## config.mk

```make
export PLATFORM = sky130hd
export DESIGN_NAME = sdhci_rsp_receiver
export DESIGN_NICKNAME = d
export VERILOG_FILES = /design/src/rtl/sdhci_rsp_receiver.sv
export SDC_FILE = /design/constraint.sdc
export NUM_CORES = 1
export LEC_CHECK = 0
export CAP_MARGIN = 30
export CORE_MARGIN = 5
export CORE_UTILIZATION = 32
export DETAILED_ROUTE_END_ITERATION = 10
export GPL_TIMING_DRIVEN = 0
export PLACE_DENSITY = 0.51
export RECOVER_POWER = 100
export SLEW_MARGIN = 20
export SYNTH_ARGS = -nofsm -noshare
export SYNTH_HDL_FRONTEND = slang
export SYNTH_SLANG_ARGS = --single-unit
```

## constraint.sdc

```tcl
create_clock -name clk_i -period 3.12 [get_ports clk_i]
set_clock_uncertainty 0.2 [all_clocks]
set_input_delay 0.312 -clock clk_i [delete_from_list [all_inputs] [get_ports clk_i]]
set_output_delay 0.312 -clock clk_i [all_outputs]
set_load 0.05 [all_outputs]
```

## src/rtl/sdhci_rsp_receiver.sv

```systemverilog
// CMD-line response receiver: waits for a start bit, deserialises a 48/136-bit
// response, checks CRC7, end bit and index, and pulses done_o once.
module sdhci_rsp_receiver #(
    parameter int unsigned TimeoutCycles = 64
) (
    input  logic         clk_i,
    input  logic         rst_i,
    input  logic         sd_clk_en_i,
    input  logic         sd_cmd_i,
    input  logic         start_i,
    input  logic         abort_i,
    input  logic         long_rsp_i,
    input  logic         check_crc_i,
    input  logic         check_index_i,
    input  logic [5:0]   expected_index_i,
    output logic         busy_o,
    output logic         done_o,
    output logic [119:0] rsp_o,
    output logic [5:0]   rsp_index_o,
    output logic         err_timeout_o,
    output logic         err_crc_o,
    output logic         err_end_bit_o,
    output logic         err_index_o
);

    localparam int unsigned CntW = $clog2(TimeoutCycles + 1);

    typedef enum logic [1:0] {
        ST_IDLE,
        ST_WAIT_START,
        ST_RECEIVE,
        ST_DONE
    } state_t;

    state_t          state;
    logic [135:0]    sr;
    logic [7:0]      bit_cnt;
    logic [CntW-1:0] to_cnt;
    logic [6:0]      crc;
    logic            crc_bad;
    logic            long_q;
    logic            check_crc_q;
    logic            check_index_q;
    logic [5:0]      exp_idx_q;

    logic [7:0]      bit_num;
    logic [7:0]      frame_len;
    logic            in_crc;
    logic            in_cmp;
    logic [6:0]      crc_next;
    logic            unused_sr_msb;

    // Bit number (1-based) of the bit being sampled on this strobe
    assign bit_num   = bit_cnt + 8'd1;
    assign frame_len = long_q ? 8'd136 : 8'd48;
    assign in_crc    = long_q ? (bit_num >= 8'd9 && bit_num <= 8'd128) : (bit_num <= 8'd40);
    assign in_cmp    = long_q ? (bit_num >= 8'd129 && bit_num <= 8'd135)
                              : (bit_num >= 8'd41 && bit_num <= 8'd47);
    assign crc_next  = {crc[5:0], 1'b0} ^ ({7{sd_cmd_i ^ crc[6]}} & 7'h09);

    // Payload and index are sliced straight out of the shift register
    assign rsp_o       = long_q ? sr[127:8] : {88'd0, sr[39:8]};
    assign rsp_index_o = long_q ? sr[133:128] : sr[45:40];
    assign unused_sr_msb = sr[135];

    always_ff @(posedge clk_i) begin
        if (rst_i) begin
            state         <= ST_IDLE;
            sr            <= '0;
            bit_cnt       <= '0;
            to_cnt        <= '0;
            crc           <= '0;
            crc_bad       <= 1'b0;
            long_q        <= 1'b0;
            check_crc_q   <= 1'b0;
            check_index_q <= 1'b0;
            exp_idx_q     <= '0;
            busy_o        <= 1'b0;
            done_o        <= 1'b0;
            err_timeout_o <= 1'b0;
            err_crc_o     <= 1'b0;
            err_end_bit_o <= 1'b0;
            err_index_o   <= 1'b0;
        end else if (abort_i) begin
            state  <= ST_IDLE;
            busy_o <= 1'b0;
            done_o <= 1'b0;
        end else begin
            done_o <= 1'b0;
            case (state)
                ST_IDLE: begin
                    if (start_i) begin
                        long_q        <= long_rsp_i;
                        check_crc_q   <= check_crc_i;
                        check_index_q <= check_index_i;
                        exp_idx_q     <= expected_index_i;
                        sr            <= '0;
                        bit_cnt       <= '0;
                        to_cnt        <= '0;
                        crc           <= '0;
                        crc_bad       <= 1'b0;
                        err_timeout_o <= 1'b0;
                        err_crc_o     <= 1'b0;
                        err_end_bit_o <= 1'b0;
                        err_index_o   <= 1'b0;
                        busy_o        <= 1'b1;
                        state         <= ST_WAIT_START;
                    end
                end
                ST_WAIT_START: begin
                    if (sd_clk_en_i) begin
                        if (!sd_cmd_i) begin
                            // Start bit is zero, so shifting it into a zero CRC leaves it zero
                            sr      <= {sr[134:0], 1'b0};
                            bit_cnt <= 8'd1;
                            crc     <= '0;
                            crc_bad <= 1'b0;
                            state   <= ST_RECEIVE;
                        end else if (to_cnt == CntW'(TimeoutCycles - 1)) begin
                            err_timeout_o <= 1'b1;
                            done_o        <= 1'b1;
                            busy_o        <= 1'b0;
                            state         <= ST_DONE;
                        end else begin
                            to_cnt <= to_cnt + CntW'(1);
                        end
                    end
                end
                ST_RECEIVE: begin
                    if (sd_clk_en_i) begin
                        sr      <= {sr[134:0], sd_cmd_i};
                        bit_cnt <= bit_num;
                        if (in_crc) begin
                            crc <= crc_next;
                        end else if (in_cmp) begin
                            crc <= {crc[5:0], 1'b0};
                            if (sd_cmd_i != crc[6]) crc_bad <= 1'b1;
                        end
                        if (bit_num == frame_len) begin
                            // Index field sits one position lower until the end bit is shifted in
                            err_end_bit_o <= ~sd_cmd_i;
                            err_crc_o     <= check_crc_q & crc_bad;
                            err_index_o   <= ~long_q & check_index_q & (sr[44:39] != exp_idx_q);
                            done_o        <= 1'b1;
                            busy_o        <= 1'b0;
                            state         <= ST_DONE;
                        end
                    end
                end
                ST_DONE: state <= ST_IDLE;
                default: state <= ST_IDLE;
            endcase
        end
    end

endmodule

```

After elaboration in Yosys (flattened, before gate mapping)
Cells that the tools add are included.
- register bits after elaboration: 174
- output and inout port bits: 132
- bits of input ports: 15
- word-level logic and storage cells: 137
- order comparisons: 7
- mux-type cells: 67
- add/subtract/negate cells: 2
- reductions and logical operators: 17
- equality and inequality tests: 20
- bitwise logic cells: 8
- operators by type and width (kind ; number):
    134-bit two-way mux ; 4
    134-bit case mux with 3 select lines ; 1
    120-bit two-way mux ; 1
    7-bit two-way mux ; 9
    8-bit two-way mux ; 5
    1-bit two-way mux ; 29
    8-bit case mux with 3 select lines ; 1
    2-bit inequality test, second input constant ; 11
    7-bit case mux with 3 select lines ; 1
    6-bit AND reduction ; 3
    8-bit by 6-bit <= comparator with 1-bit output, second input constant ; 2
    8-bit <= comparator, second input constant ; 2
    7-bit case mux with 2 select lines ; 1
    7-bit AND reduction ; 2
    2-bit two-way mux ; 6
    1-bit case mux with 2 select lines ; 5
    5-bit AND reduction ; 2
    9-bit AND reduction ; 1
    8-bit by 1-bit adder with 8-bit output, second input constant ; 1
    8-bit == test ; 1
    8-bit by 4-bit >= comparator with 1-bit output, second input constant ; 1
    8-bit by 6-bit >= comparator with 1-bit output, second input constant ; 1
    8-bit >= comparator, second input constant ; 1
    2-bit case mux with 4 select lines ; 1
    19 further kinds ; 29

Logic depth before layout (Yosys ltp)
- depth after elaboration: 8
- depth in mapped cells: 11
- gate-level depth less buffers: 9

Least setup slack after synthesis
OpenSTA, ideal clock, no wires.
- path kind: register -> register
- start: reg bit_cnt[0]
- end: reg crc[1]
- stages on the path, launching flop included: 10
- buffers on the path: 1
- setup slack: 0.400 ns
- arrival time: 2.448 ns
- cell sequence: dfxtp_1 buf_2 inv_1 ha_1 nand3b_1 a311o_1 or4_4 and3_4 a31oi_4 mux2i_1
- word-level cells in the longest chain between the ends: 7
- elaborated cells on any way between the ends: 18
- classes of those cells: 1 x add/sub; 7 x order compare; 1 x eq/ne; 5 x mux; 4 x reduce/logical
- RTL lines (element ; line ; text):
    from (decl) ; 37 ; logic [7:0] bit_cnt;
    from (signal assigned) ; 132 ; bit_cnt <= bit_num;
    8-bit by 1-bit adder with 8-bit output * ; 54 ; assign bit_num = bit_cnt + 8'd1;
    8-bit by 4-bit >= comparator with 1-bit output or 8-bit <= comparator (tied branches) ; 56 ; assign in_crc = long_q ? (bit_num >= 8'd9 && bit_num <= 8'd128) : (bit_num <= 8'd40);
    1-bit logical AND ; 56 ;
    1-bit two-way mux ; 56 ;
    7-bit two-way mux ; 133 ; if (in_crc) begin
    7-bit two-way mux ; 130 ; if (sd_clk_en_i) begin
    7-bit case mux with 3 select lines ; 90 ; case (state)
    to (signal assigned) ; 134 ; crc <= crc_next;
    to (signal assigned) ; 136 ; crc <= {crc[5:0], 1'b0};
    to (decl) ; 39 ; logic [6:0] crc;
Every way passes the cells marked *; elsewhere a longest branch is shown, timed or not. The select of a mux whose other input is x is not followed.
A chain may end at the register's enable or synchronous reset.

Worst setup path in the final report
- start: reg long_q
- end: out rsp_o[40]
- word-level cells in the longest chain between the ends: 1
- RTL lines (element ; line ; text):
    from (decl) ; 41 ; logic long_q;
    from (signal assigned) ; 93 ; long_q <= long_rsp_i;
    120-bit two-way mux ; 62 ; assign rsp_o = long_q ? sr[127:8] : {88'd0, sr[39:8]};
    to (decl) ; 18 ; output logic [119:0] rsp_o,
No other way between the ends.

==> results.py <==
metrics = {
    "cells_and_area": {
        "final_cell_count_no_fill": 1546,
        "area_growth_pct": 28.1,
        "multi_input_area_um2": 3990,
        "num_antenna_cells": 0,
        "drive_gt1_share_pct": 12.4,
        "seqCellArea_um2": 3480,
        "fin_area_um2": 10400,
        "nFillCells": 2673,
        "nets": 1226,
    },
    "yosys": {
        "yosysTopAreaCell": "dfxtp_1",
        "yosys-top-cells-area": "dfxtp_1 43%, a21oi_1 9.7%, nand3_1 8.8%, nand2_1 7.8%, and2_1 6.8%",
        "synth_cell_types": 60,
        "synth-seq-area-share_pct": 42.9,
        "ys_ff_latch": 174,
        "synth_fp_nets": 1062,
        "synth_edf_count": 0,
        "syn-instance-count": 1039,
        "synth_ff_type": "dfxtp_1",
        "yosys.cell_count.top_type": "dfxtp_1",
        "ys_top_cells_by_count": "174 x dfxtp_1, 169 x nand2_1, 158 x a21oi_1",
        "synthArstFlopShare_pct": 0,
        "yosysWarnings": 0,
        "syn-cell-area_um2": 8110,
        "synth.avg_cell_area_um2": 7.81,
        "synth_top_area_share_pct": 42.9,
    },
    "power_and_ir_drop": {
        "power_mw": 4.64,
        "p_switching_mw": 1.21,
        "swShare_pct": 26.1,
        "ir_drop_uv": 259,
        "leakage_nw": 3.80,
        "cell_internal_pwr_mw": 3.43,
        "p_comb_share_pct": 7.2,
        "power_frac_seq_pct": 48.1,
        "p_clk_share_pct": 44.7,
        "powerDensity_nw_per_um2": 447,
    },
    "setup_path": {
        "reg2reg_depth": 9,
        "required_ns": 2.61,
        "path_max_fanout": 10,
        "path_class": "reg2out",
        "arrival_ns": 2.47,
        "crit_path_end_kind": "output pin",
        "start_kind": "register",
    },
    "route": {
        "vias": 7599,
        "detail_route.wirelength_um": 23600,
        "ant_nets": 0,
        "viasPerCell": 4.92,
        "wl_per_cell_um": 15.3,
        "drtIter0Drc": 454,
        "drc": 0,
        "dr.pass1.iters": 5,
    },
    "sta": {
        "whs_ns": 0.235,
        "min_period_ns": 2.98,
        "min_period_over_period_pct": 95.6,
        "slew_headroom_pct": 55.0,
        "final.setup.tns_ns": 0,
        "slew_viol_final": 0,
        "tightest_slew_ns": 0.672,
        "setup_violations": 0,
        "hold_violations": 0,
        "clock.fmax_mhz": 335,
    },
    "global_route": {
        "grt_max_degree": 17,
        "first_global_vias": 7244,
        "antenna_found_initial": 0,
        "grt_pass1_wl_um": 38400,
        "grt_usage_pct": 16.4,
        "grt-ovfl-total": 0,
    },
    "clocking": {
        "clk_latency_ns": 0.43,
        "holdBufCountCts": 0,
        "h-tree-depth": 4,
        "clk_pin_slew_worst_paths_ns": 0.07,
        "clock_path_buffers": 2,
        "numCtsBuffers": 17,
        "cts-root-buf": "clkbuf_16",
        "clock_sinks": 174,
        "cts_tree": "done",
    },
    "floorplanning": {
        "core-area_um2": 25100,
        "start_util_pct": 32.3,
        "rows": 58,
        "die_h_um": 169,
        "dieArea_um2": 28600,
        "die_x_um": 169,
        "pin_count": 147,
    },
    "placed_design": {
        "numPortBuffers": 145,
        "post_dp_cell_area_um2": 9980,
        "dp_hpwl_um": 16600,
        "dp.cells": 1514,
        "routabilityCongestion": 0.845,
    },
    "min_path": {
        "min_path_cells": 3,
        "hold_path.class": "in2reg",
    },
    "run_status": {
        "status": "completed",
    },
    "run": {
        "cap_viol_max_count": 0,
    },
}
[placed cells by master (no fill, tap or decap), types with 5 or more instances in the layout]
master / instances
mux2_2: 6
clkbuf_16: 17
ha_1: 8
nand3b_1: 9
nand2b_1: 11
nand4_1: 9
and2_1: 42
clkdlybuf4s15_1: 6
inv_1: 11
nand3_1: 143
nor2_1: 20
a21oi_1: 158
and3_1: 5
o21ai_0: 9
clkbuf_2: 53
clkdlybuf4s50_1: 48
dlygate4sd3_1: 40
mux2i_1: 7
clkbuf_1: 56
xor2_1: 8
clkdlybuf4s15_2: 7
dfxtp_1: 174
buf_1: 9
and2_0: 46
buf_4: 37
nand2_1: 169
nor3_1: 11
dlygate4sd2_1: 5
xnor2_1: 5
[state kept, by name (all words and copies together), names as in the netlist, 2 cells and up]
signal / count
exp_idx_q: 6
to_cnt: 7
crc: 7
bit_cnt: 8
sr: 134
state: 2
[worst paths after layout]
kind	start	endpoint	slack [ns]
worst max-delay path	long_q$_SDFFE_PP0P_	rsp_o[40]	0.14
worst min-delay path	abort_i	busy_o$_SDFFE_PP0P_	0.23
worst max register to register	bit_cnt[0]$_SDFFE_PP0P_	crc[6]$_SDFFE_PP0P_	0.15
worst min register to register	sr[3]$_SDFFE_PP0P_	sr[3]$_SDFFE_PP0P_	0.25
[per-stage QoR]
stage,worst slack [ns],util [%]
3_3_place_gp,-0.488,39.7
5_1_grt,-0.000178,41.4
2_1_floorplan,0.400,-
6_report,0.138,41.4
3_5_place_dp,-0.443,39.7
4_1_cts,0.00870,41.9
[timing repair]
| item | 4_1_cts | 5_1_grt |
|---|---|---|
| pin swaps | 1 | 0 |
| setup endpoints to repair | 187 | 140 |
| gates resized for setup | 87 | 89 |
| buffers inserted | 3 | 0 |
[layer usage]
| layer | routed length (µm) | vias up | GRT usage (%) |
|---|---|---|---|
| met2 | 10500 | 194 | 25.1 |
| li1 | - | 3845 | - |
| met4 | 168 | 0 | 3.47 |
| met1 | 11500 | 3547 | 23.1 |
| met5 | 0 | - | 0 |
| met3 | 1490 | 13 | 4.64 |
[worst max-delay path, stage by stage, from the launching register on]
cell and delay (ns):
dfxtp_1 0.40, clkbuf_2 0.30, clkbuf_2 0.31, and2_0 0.21, clkdlybuf4s50_1 0.82
[power groups by stage]
stage	Combinational (mW)	Sequential, mW	Clock, mW
floorplan	0.202	2.29	0
finish	0.334	2.23	2.07
detailed placement	0.326	2.29	0
global route	0.369	2.23	2.23
global placement	0.328	2.29	0
CTS	0.335	2.23	2.12
[cell families (layout without fill, tap and decap cells)]
family / after synthesis / count (layout) / synth area share [%]
xor gates and xnor gates: 13 / 13 / 1.40
buffers and inverters: 133 / 310 / 7.96
adders and majority gates: 8 / 8 / 1.23
DFF: 174 / 174 / 42.9
and+or+nand+nor: 490 / 490 / 30.2
AOI/OAI and AO/OA: 207 / 207 / 14.4
muxes: 14 / 14 / 1.84
[cell type report]
cell class	count	area share (%)
multi-input cells	732	38.4
flip-flops and latches	174	33.5
repair buffers	148	12.4
plain buffers	119	5.95
clock buffers	19	4.17
well taps	330	3.97
clock inverters	13	1.26
inverters	11	0.397
Power figures use the tool's default switching activity.
